===== config.mk =====
export PLATFORM = sky130hd
export DESIGN_NAME = mmm_serial_datapath
export DESIGN_NICKNAME = d
export VERILOG_FILES = /design/src/rtl/mmm_serial_datapath.sv
export SDC_FILE = /design/constraint.sdc
export NUM_CORES = 1
export LEC_CHECK = 0
export CORE_MARGIN = 4
export CORE_UTILIZATION = 50
export CTS_CLUSTER_DIAMETER = 150
export CTS_CLUSTER_SIZE = 14
export DETAILED_ROUTE_END_ITERATION = 12
export MAX_ROUTING_LAYER = met4
export PLACE_DENSITY_LB_ADDON = 0.08
export SLEW_MARGIN = 20
export SYNTH_ARGS = -nofsm -noshare
export SYNTH_HDL_FRONTEND = slang
export SYNTH_SLANG_ARGS = --single-unit

===== constraint.sdc =====
create_clock -name clk -period 4.5 [get_ports clk]
set_input_delay 0.9 -clock clk [delete_from_list [all_inputs] [get_ports clk]]
set_output_delay 0.9 -clock clk [all_outputs]
set_load 0.01 [all_outputs]

===== src/rtl/mmm_serial_datapath.sv =====
// Bit-serial Montgomery multiplier: P = A*B*2^-WIDTH mod M, one bit of A per enabled edge,
// followed by one conditional-subtraction edge before the result is presented.
module mmm_serial_datapath #(
   parameter int WIDTH = 8
) (
   input  logic             clk,
   input  logic             rstb,
   input  logic             ena,
   input  logic             clear,
   input  logic             ld_a,
   input  logic [WIDTH-1:0] a_in,
   input  logic [WIDTH-1:0] b_in,
   input  logic [WIDTH-1:0] m_in,
   output logic [WIDTH-1:0] p_out,
   output logic             busy,
   output logic             done
);

   localparam int CW = $clog2(WIDTH + 1);

   typedef enum logic [1:0] {
      S_IDLE  = 2'd0,
      S_ITER  = 2'd1,
      S_FINAL = 2'd2,
      S_DONE  = 2'd3
   } state_t;

   state_t           state_q, state_d;
   logic [WIDTH:0]   acc_q, acc_d;
   logic [WIDTH-1:0] a_sh_q, a_sh_d;
   logic [WIDTH-1:0] b_q, b_d;
   logic [WIDTH-1:0] m_q, m_d;
   logic [CW-1:0]    cnt_q, cnt_d;
   logic [WIDTH-1:0] p_q, p_d;

   logic             q_bit;
   logic [WIDTH+1:0] sum;
   logic             sum_lsb_unused;
   logic             acc_ge_m;
   logic [WIDTH-1:0] acc_minus_m;

   // acc < 2M keeps the pre-shift sum inside WIDTH+2 bits; q_bit forces its LSB to zero.
   always_comb begin
      q_bit       = acc_q[0] ^ (a_sh_q[0] & b_q[0]);
      sum         = {1'b0, acc_q}
                  + (a_sh_q[0] ? {2'b00, b_q} : '0)
                  + (q_bit     ? {2'b00, m_q} : '0);
      acc_ge_m    = (acc_q >= {1'b0, m_q});
      acc_minus_m = acc_q[WIDTH-1:0] - m_q;
   end

   assign sum_lsb_unused = sum[0];

   // State register; ena=0 freezes everything except reset.
   always_ff @(posedge clk) begin
      if (!rstb) begin
         state_q <= S_IDLE;
         acc_q   <= '0;
         a_sh_q  <= '0;
         b_q     <= '0;
         m_q     <= '0;
         cnt_q   <= '0;
         p_q     <= '0;
      end else if (ena) begin
         state_q <= state_d;
         acc_q   <= acc_d;
         a_sh_q  <= a_sh_d;
         b_q     <= b_d;
         m_q     <= m_d;
         cnt_q   <= cnt_d;
         p_q     <= p_d;
      end
   end

   // Next-state logic
   always_comb begin
      state_d = state_q;
      if (!clear) begin
         state_d = S_IDLE;
      end else if (ld_a) begin
         state_d = S_ITER;
      end else begin
         case (state_q)
            S_IDLE:  state_d = S_IDLE;
            S_ITER:  state_d = (cnt_q == CW'(WIDTH - 1)) ? S_FINAL : S_ITER;
            S_FINAL: state_d = S_DONE;
            S_DONE:  state_d = S_DONE;
            default: state_d = S_IDLE;
         endcase
      end
   end

   // Datapath next-state, sharing the command priority of the FSM
   always_comb begin
      acc_d  = acc_q;
      a_sh_d = a_sh_q;
      b_d    = b_q;
      m_d    = m_q;
      cnt_d  = cnt_q;
      p_d    = p_q;
      if (!clear) begin
         acc_d = '0;
         cnt_d = '0;
      end else if (ld_a) begin
         a_sh_d = a_in;
         b_d    = b_in;
         m_d    = m_in;
         acc_d  = '0;
         cnt_d  = '0;
      end else begin
         case (state_q)
            S_ITER: begin
               acc_d  = sum[WIDTH+1:1];
               a_sh_d = a_sh_q >> 1;
               cnt_d  = cnt_q + 1'b1;
            end
            S_FINAL: p_d = acc_ge_m ? acc_minus_m : acc_q[WIDTH-1:0];
            default: ;
         endcase
      end
   end

   // Outputs
   always_comb begin
      busy  = (state_q == S_ITER) || (state_q == S_FINAL);
      done  = (state_q == S_DONE);
      p_out = p_q;
   end

endmodule

==> impl_metrics.py, run 1 <==
metrics = {
    "clock_network": {
        "post_cts_buffers": 0,
        "cts_tree": "done",
        "cts_max_path_buffers": 2,
        "cts.htree.levels": 2,
        "clk_transition_reported_paths_ns": 0.09,
        "cts.root.buffer_cell": "sky130_fd_sc_hd__clkbuf_8",
        "clock-sinks": 47,
        "cts-hold-fix-buffers": 0,
        "tritoncts_buffer_count": 5,
        "clock_latency_ns": 0.30,
        "post_cts_resized": 0,
    },
    "setup_path": {
        "regToRegEndpoint": "acc_q[6]",
        "cp.arrival_ns": 3.34,
        "required_ns": 4.69,
        "worst-setup-path-type": "reg2reg",
        "worstPathMaxFanout": 9,
        "critPathMaxStageDelay_ns": 0.49,
        "critical_path.n_buffers_inverters": 1,
        "cp-start-kind": "flip-flop",
        "critical_path.cell_chain": "and2_1, ha_1, nand2_1, fa_1, inv_1, ha_1, fa_1, a211oi_1, o21bai_1, a21o_1, xnor2_1, o21ai_0",
        "crit_path_end_kind": "flip-flop",
        "worst_reg_to_reg_cells": 12,
        "crit_path_top_delay_cell": "sky130_fd_sc_hd__fa_1",
        "timing.rr.start": "a_sh_q[0]",
        "r2r_setup_slk_ns": 1.35,
        "crit_family": "adder cells",
    },
    "logic_synthesis": {
        "synth_area_per_cell_um2": 8.51,
        "main_combinational_cell_family_by_area_after_synthesis": "compound AO/OA/AOI/OAI gates",
        "synth.distinct_cells": 53,
        "yosys_register_bits": 47,
        "synth_xor_xnor_area_share_pct": 2.29,
        "syn-instance-count": 359,
        "yosys.area_share.simple_pct": 22.4,
        "netlist.area_leader.share_pct": 30.8,
        "synth-async-reset-ratio_pct": 0,
        "yosys.area_share.adder_pct": 14.9,
        "synth-edff-count": 0,
        "post_synth_main_area_contributors": "sky130_fd_sc_hd__dfxtp_1, sky130_fd_sc_hd__ha_1, sky130_fd_sc_hd__nand2_1",
        "yosys-mux-area-fraction_pct": 2.29,
        "synth.yosys.warnings": 0,
        "synth.net_count": 419,
        "synth.yosys.seq_area_share_pct": 30.8,
        "synth_top_flop_cell": "sky130_fd_sc_hd__dfxtp_1",
        "post-synth-top-count-cell": "sky130_fd_sc_hd__nand2_1",
        "ys_top_cells_by_count": "sky130_fd_sc_hd__nand2_1, sky130_fd_sc_hd__dfxtp_1, sky130_fd_sc_hd__ha_1, sky130_fd_sc_hd__o21ai_0",
        "synth_compound_area_share_pct": 23.0,
        "netlist_area_mm2": 0.00306,
        "yosysTopAreaCell": "sky130_fd_sc_hd__dfxtp_1",
    },
    "timing": {
        "rsz0062_at_grt": "false",
        "final_min_period_over_clock_period_pct": 69.9,
        "tightestPinTransition_ns": 0.879,
        "hold_viol_final": 0,
        "period_needed_ns": 3.15,
        "maxClockFrequency_ghz": 0.318,
        "setup_total_neg_slack_ns": 0,
        "max_slew_margin_pct": 41.0,
        "hold_slack_ns": 0.464,
        "finClkSkew_ns": 0.00852,
        "final-max-slew-violation-count": 0,
        "finalSetupViolations": 0,
    },
    "drt": {
        "antenna_violating_nets_post_route": 0,
        "drt_pass1_iterations": 4,
        "routed_via_density": 5.47,
        "routedWlPerCell_um": 14.4,
        "detailed_route_iter0_violations": 160,
        "wl_final_um": 6750,
        "num_vias": 2554,
        "drc": 0,
    },
    "global_route": {
        "pin_count_of_the_biggest_net_entering_global_routing": 57,
        "grt_use_met3_pct": 2.57,
        "gr-usage-met2_pct": 29.2,
        "grt_pass1_wl_um": 11300,
        "track_usage_pct": 19.7,
        "grt_overflow": 0,
        "grt_use_met1_pct": 28.3,
        "antenna_violations_before_repair": 0,
        "layer_with_the_highest_usage": "met2",
        "grt_pass1_vias": 2362,
    },
    "worst_hold_path": {
        "min_delay_worst_endpoint": "b_q[0]",
        "min-delay-start": "b_q[0]",
        "whs_path_depth": 2,
        "hp-class": "reg2reg",
    },
    "pwr": {
        "p_leak_uw": 0.00150,
        "irDropWorstVdd_mv": 0.137,
        "power.density_cell_area_mw_per_mm2": 228,
    },
    "finish": {
        "layout.nets": 451,
        "synthToLayoutAreaGrowth_pct": 16.8,
        "drive_gt1_share_pct": 4.08,
        "fillerInstances": 570,
        "antenna_cells_inserted": 0,
    },
    "placement": {
        "gpl.final_weighted_congestion": 0.927,
        "dp.final_hpwl_um": 5020,
        "io_buffers": 38,
    },
    "floorplan": {
        "boundaryPins": 39,
        "initial_core_util_pct": 51.6,
        "fp-row-count": 28,
        "fp.dieArea_mm2": 0.00743,
        "die_w_um": 86.2,
        "die_h_um": 86.2,
        "design.core.area_mm2": 0.00592,
    },
    "run": {
        "max_cap_violations": 0,
    },
    "run_status": {
        "outcome": "completed",
    },
}
per-stage QoR:
step	setup WS (ns)	util, %	total power [uW]	instance area [um2]	instances
floorplan	1.65	-	503	3060	359
global placement	1.45	58.6	543	3470	459
detailed placement	1.40	58.6	544	3470	459
CTS	1.34	60.3	823	3570	467
global route	1.12	60.3	852	3570	467
finish	1.35	60.3	815	3570	467
sequential cells by signal, summed over array words and instances, names as in the netlist:
name	cells
state_q	2
b_q	8
a_sh_q	8
m_q	8
cnt_q	4
p_out	8
acc_q	9
cell type report:
| type | instances | area, um2 | share of cell area [%] |
|---|---|---|---|
| Clock buffer | 8 | 100 | 2.80 |
| Timing Repair Buffer | 39 | 388 | 10.9 |
| Multi-Input combinational cell | 281 | 1980 | 55.6 |
| Sequential cell | 47 | 941 | 26.4 |
| Tap cell | 75 | 93.8 | 2.63 |
| Inverter | 17 | 63.8 | 1.79 |
how the worst max path moves through the flow:
stage	endpoint	slack, ns	depth (start not counted)	startpoint
after floorplan	acc_q[8]	1.65	12	a_sh_q[0]
after global placement	acc_q[8]	1.45	6	ld_a
after detailed placement	acc_q[8]	1.40	12	a_sh_q[0]
after CTS	acc_q[6]	1.34	12	a_sh_q[0]
after global routing	acc_q[8]	1.12	12	a_sh_q[0]
final	acc_q[6]	1.35	12	a_sh_q[0]
worst min-delay path, cell delays in order (launching register included):
cell and delay, ns:
sky130_fd_sc_hd__dfxtp_1 0.31, sky130_fd_sc_hd__nand2_1 0.04, sky130_fd_sc_hd__a21boi_0 0.06
logic make-up (layout without fill, tap and decap cells):
logic type               after synthesis  in the layout
XOR/XNOR                               8              8
buffers and inverters                 31             64
AO/OA/AOI/OAI                        101            101
flip-flops                            47             47
adder cells (fa/ha/maj)               31             31
AND/OR/NAND/NOR                      134            134
multiplexers                           7              7
power by group:
group	total [uW]	switching (uW)	internal (uW)
combinational	105	52.7	52.0
clock	280	139	140
sequential	431	6.18	424
placed cells by master (no fill, tap or decap), drive strengths merged, types with 5 or more instances in the layout:
cell           count
o21ai             23
a21boi            19
clkbuf             8
mux2i              7
nor2b              8
o211a              7
and2              18
xnor2              5
a21oi             14
nand2b             5
nand3             20
ha                22
inv               17
nand2             54
a22oi              5
dfxtp             47
clkdlybuf4s50     38
nor2              11
fa                 9
a21o               6
layer usage:
metal | routed length (um) | up-vias
li1 | - | 1325
met1 | 3400 | 1162
met2 | 2920 | 61
met3 | 364 | 6
met4 | 62 | 0
met5 | 0 | -
Power figures use the tool's default switching activity.
==> run 2, diff against run 1 <==
==> constraint.sdc (replaced) <==
create_clock -name clk -period 3.1 [get_ports clk]
set_input_delay 0.62 -clock clk [delete_from_list [all_inputs] [get_ports clk]]
set_output_delay 0.62 -clock clk [all_outputs]
set_load 0.01 [all_outputs]
==> run 2 against run 1 <==
Against the previous run:
- maximum frequency increased by 9.3%
- total power is 43% higher
- design area rose by 0.98%
- count of clock-buffer cells in the layout decreased by 2
- combinational power rose by 50%
- clock power increased by 36%
- worst hold slack worse by 0.0016 ns
- first-iteration DRC count shrank 42%
- core utilization grew 0.59 points
- critical path depth did not move
- clock skew shrank 0.0020 ns
- non-clock buffer count is 5 higher
- largest power group unchanged
==> impl_metrics.py, run 2 (synthesized netlist as in run 1, its figures left out) <==
metrics = {
    "run_status": {
        "outcome": "completed",
    },
    "floorplan": {
        "fp-row-count": 28,
        "die_w_um": 86.2,
        "die_h_um": 86.2,
        "initial_core_util_pct": 51.6,
        "boundaryPins": 39,
        "fp.dieArea_mm2": 0.00743,
        "design.core.area_mm2": 0.00592,
    },
    "finish": {
        "mostFrequentLayoutCells": "sky130_fd_sc_hd__nand2_1, sky130_fd_sc_hd__dfxtp_1, sky130_fd_sc_hd__clkdlybuf4s50_1, sky130_fd_sc_hd__o21ai_0, sky130_fd_sc_hd__ha_1",
        "postLayoutCellArea_mm2": 0.00360,
        "largest_reg_flops": 9,
        "layout.nets": 456,
        "drive_gt1_share_pct": 6.06,
        "register_containing_the_most_flip_flops_in_the_final_layout": "acc_q",
        "mostFrequentLayoutCell": "sky130_fd_sc_hd__nand2_1",
        "antenna_cells_inserted": 0,
        "synthToLayoutAreaGrowth_pct": 17.9,
    },
    "setup_path": {
        "critical_path.cell_chain": "and2_1, ha_2, nand2_1, fa_1, inv_1, ha_1, fa_2, a211oi_2, o21bai_1, a21o_1, a21oi_1, o21ai_0",
        "crit_path_top_delay_cell": "sky130_fd_sc_hd__fa_1",
        "worstPathMaxFanout": 8,
        "cp-start-kind": "flip-flop",
        "r2r_setup_slk_ns": 0.22,
        "critPathMaxStageDelay_ns": 0.49,
        "crit_path_end_kind": "flip-flop",
        "required_ns": 3.29,
        "worst-setup-path-type": "reg2reg",
        "cp.arrival_ns": 3.07,
        "worst_reg_to_reg_cells": 12,
    },
    "pwr": {
        "irDropWorstVdd_mv": 0.238,
        "clock_power_share_pct": 32.7,
        "total_switching_power_uw": 291,
        "internal_power_of_the_cells_uw": 871,
        "p_leak_uw": 0.00152,
        "comb_power_share_pct": 13.6,
        "power.sequential.fraction_pct": 53.7,
        "power.density_cell_area_mw_per_mm2": 322,
        "power.share.switching_pct": 25.1,
    },
    "drt": {
        "detailed_route_iter0_violations": 93,
        "num_vias": 2528,
        "drc": 0,
        "routed_via_density": 5.37,
        "antenna_violating_nets_post_route": 0,
        "routedWlPerCell_um": 14.2,
        "drt_pass1_iterations": 4,
        "wl_final_um": 6690,
    },
    "clock_network": {
        "clock-sinks": 47,
        "clk_transition_reported_paths_ns": 0.08,
        "clock_latency_ns": 0.30,
        "cts_max_path_buffers": 2,
        "cts-hold-fix-buffers": 0,
        "post_cts_resized": 0,
        "post_cts_buffers": 0,
        "tritoncts_buffer_count": 5,
        "cts_tree": "done",
        "cts.root.buffer_cell": "sky130_fd_sc_hd__clkbuf_8",
        "cts.htree.levels": 2,
    },
    "placement": {
        "dp.final_hpwl_um": 5140,
        "post_dp_cell_area_mm2": 0.00351,
        "gpl.final_weighted_congestion": 0.907,
        "io_buffers": 38,
    },
    "timing": {
        "final_min_period_over_clock_period_pct": 92.9,
        "tightestPinTransition_ns": 0.616,
        "max_slew_margin_pct": 58.8,
        "period_needed_ns": 2.88,
        "setup_total_neg_slack_ns": 0,
        "final-max-slew-violation-count": 0,
        "hold_slack_ns": 0.462,
        "finalSetupViolations": 0,
        "maxClockFrequency_ghz": 0.347,
        "hold_viol_final": 0,
        "rsz0062_at_grt": "false",
        "finClkSkew_ns": 0.00652,
    },
    "global_route": {
        "grt_overflow": 0,
        "grt_pass1_wl_um": 10900,
        "track_usage_pct": 19.0,
        "antenna_violations_before_repair": 0,
        "pin_count_of_the_biggest_net_entering_global_routing": 31,
        "grt_pass1_vias": 2298,
    },
    "worst_hold_path": {
        "hp-class": "reg2reg",
        "whs_path_depth": 2,
    },
    "run": {
        "max_cap_violations": 0,
    },
}
==> run 2: cell type report <==
cell class	instances	area (um2)
fill	553	2320
multi-input combinational	281	1990
sequential	47	941
timing repair buffer	44	425
tap	75	93.8
clock buffer	6	82.6
inverter	17	63.8
clock inverter	1	5.00
==> run 2: critical path, delay by kind of cell, from the launching register on <==
kind | cells | cell delay [ns]
adder cells (fa/ha/maj) | 4 | 1.44
AO/OA/AOI/OAI | 5 | 0.75
flip-flops | 1 | 0.31
AND/OR/NAND/NOR | 2 | 0.23
buffers and inverters | 1 | 0.04
==> run 2: worst paths after layout <==
check | from | endpoint
setup reg to reg | a_sh_q[0] | acc_q[8]
hold / removal | b_q[7] | b_q[7]
setup / recovery | a_sh_q[0] | acc_q[8]
hold reg to reg | b_q[7] | b_q[7]
==> run 2: power by group through the flow <==
stage / registers, uW / clock network (uW) / logic (uW)
after detailed placement: 639 / 0 / 157
after global routing: 626 / 407 / 175
after floorplan: 636 / 0 / 93.9
after CTS: 624 / 390 / 158
after global placement: 638 / 0 / 156
final: 624 / 380 / 158
==> run 2: per-stage QoR <==
stage	setup slack (ns)	cells	total power [uW]	util (%)
after floorplan	0.248	359	730	-
after global placement	0.201	464	794	59.2
after detailed placement	0.117	464	795	59.2
after CTS	0.116	471	1170	60.7
after global routing	0.0314	471	1210	60.9
final	0.221	471	1160	60.9
==> run 2: routing by layer <==
layer | vias to the layer above | GRT usage, % | routed length [um]
li1 | 1338 | - | -
met1 | 1133 | 26.7 | 3520
met5 | - | - | 0
met2 | 47 | 28.0 | 2810
met3 | 10 | 3.14 | 241
met4 | 0 | 5.67 | 124
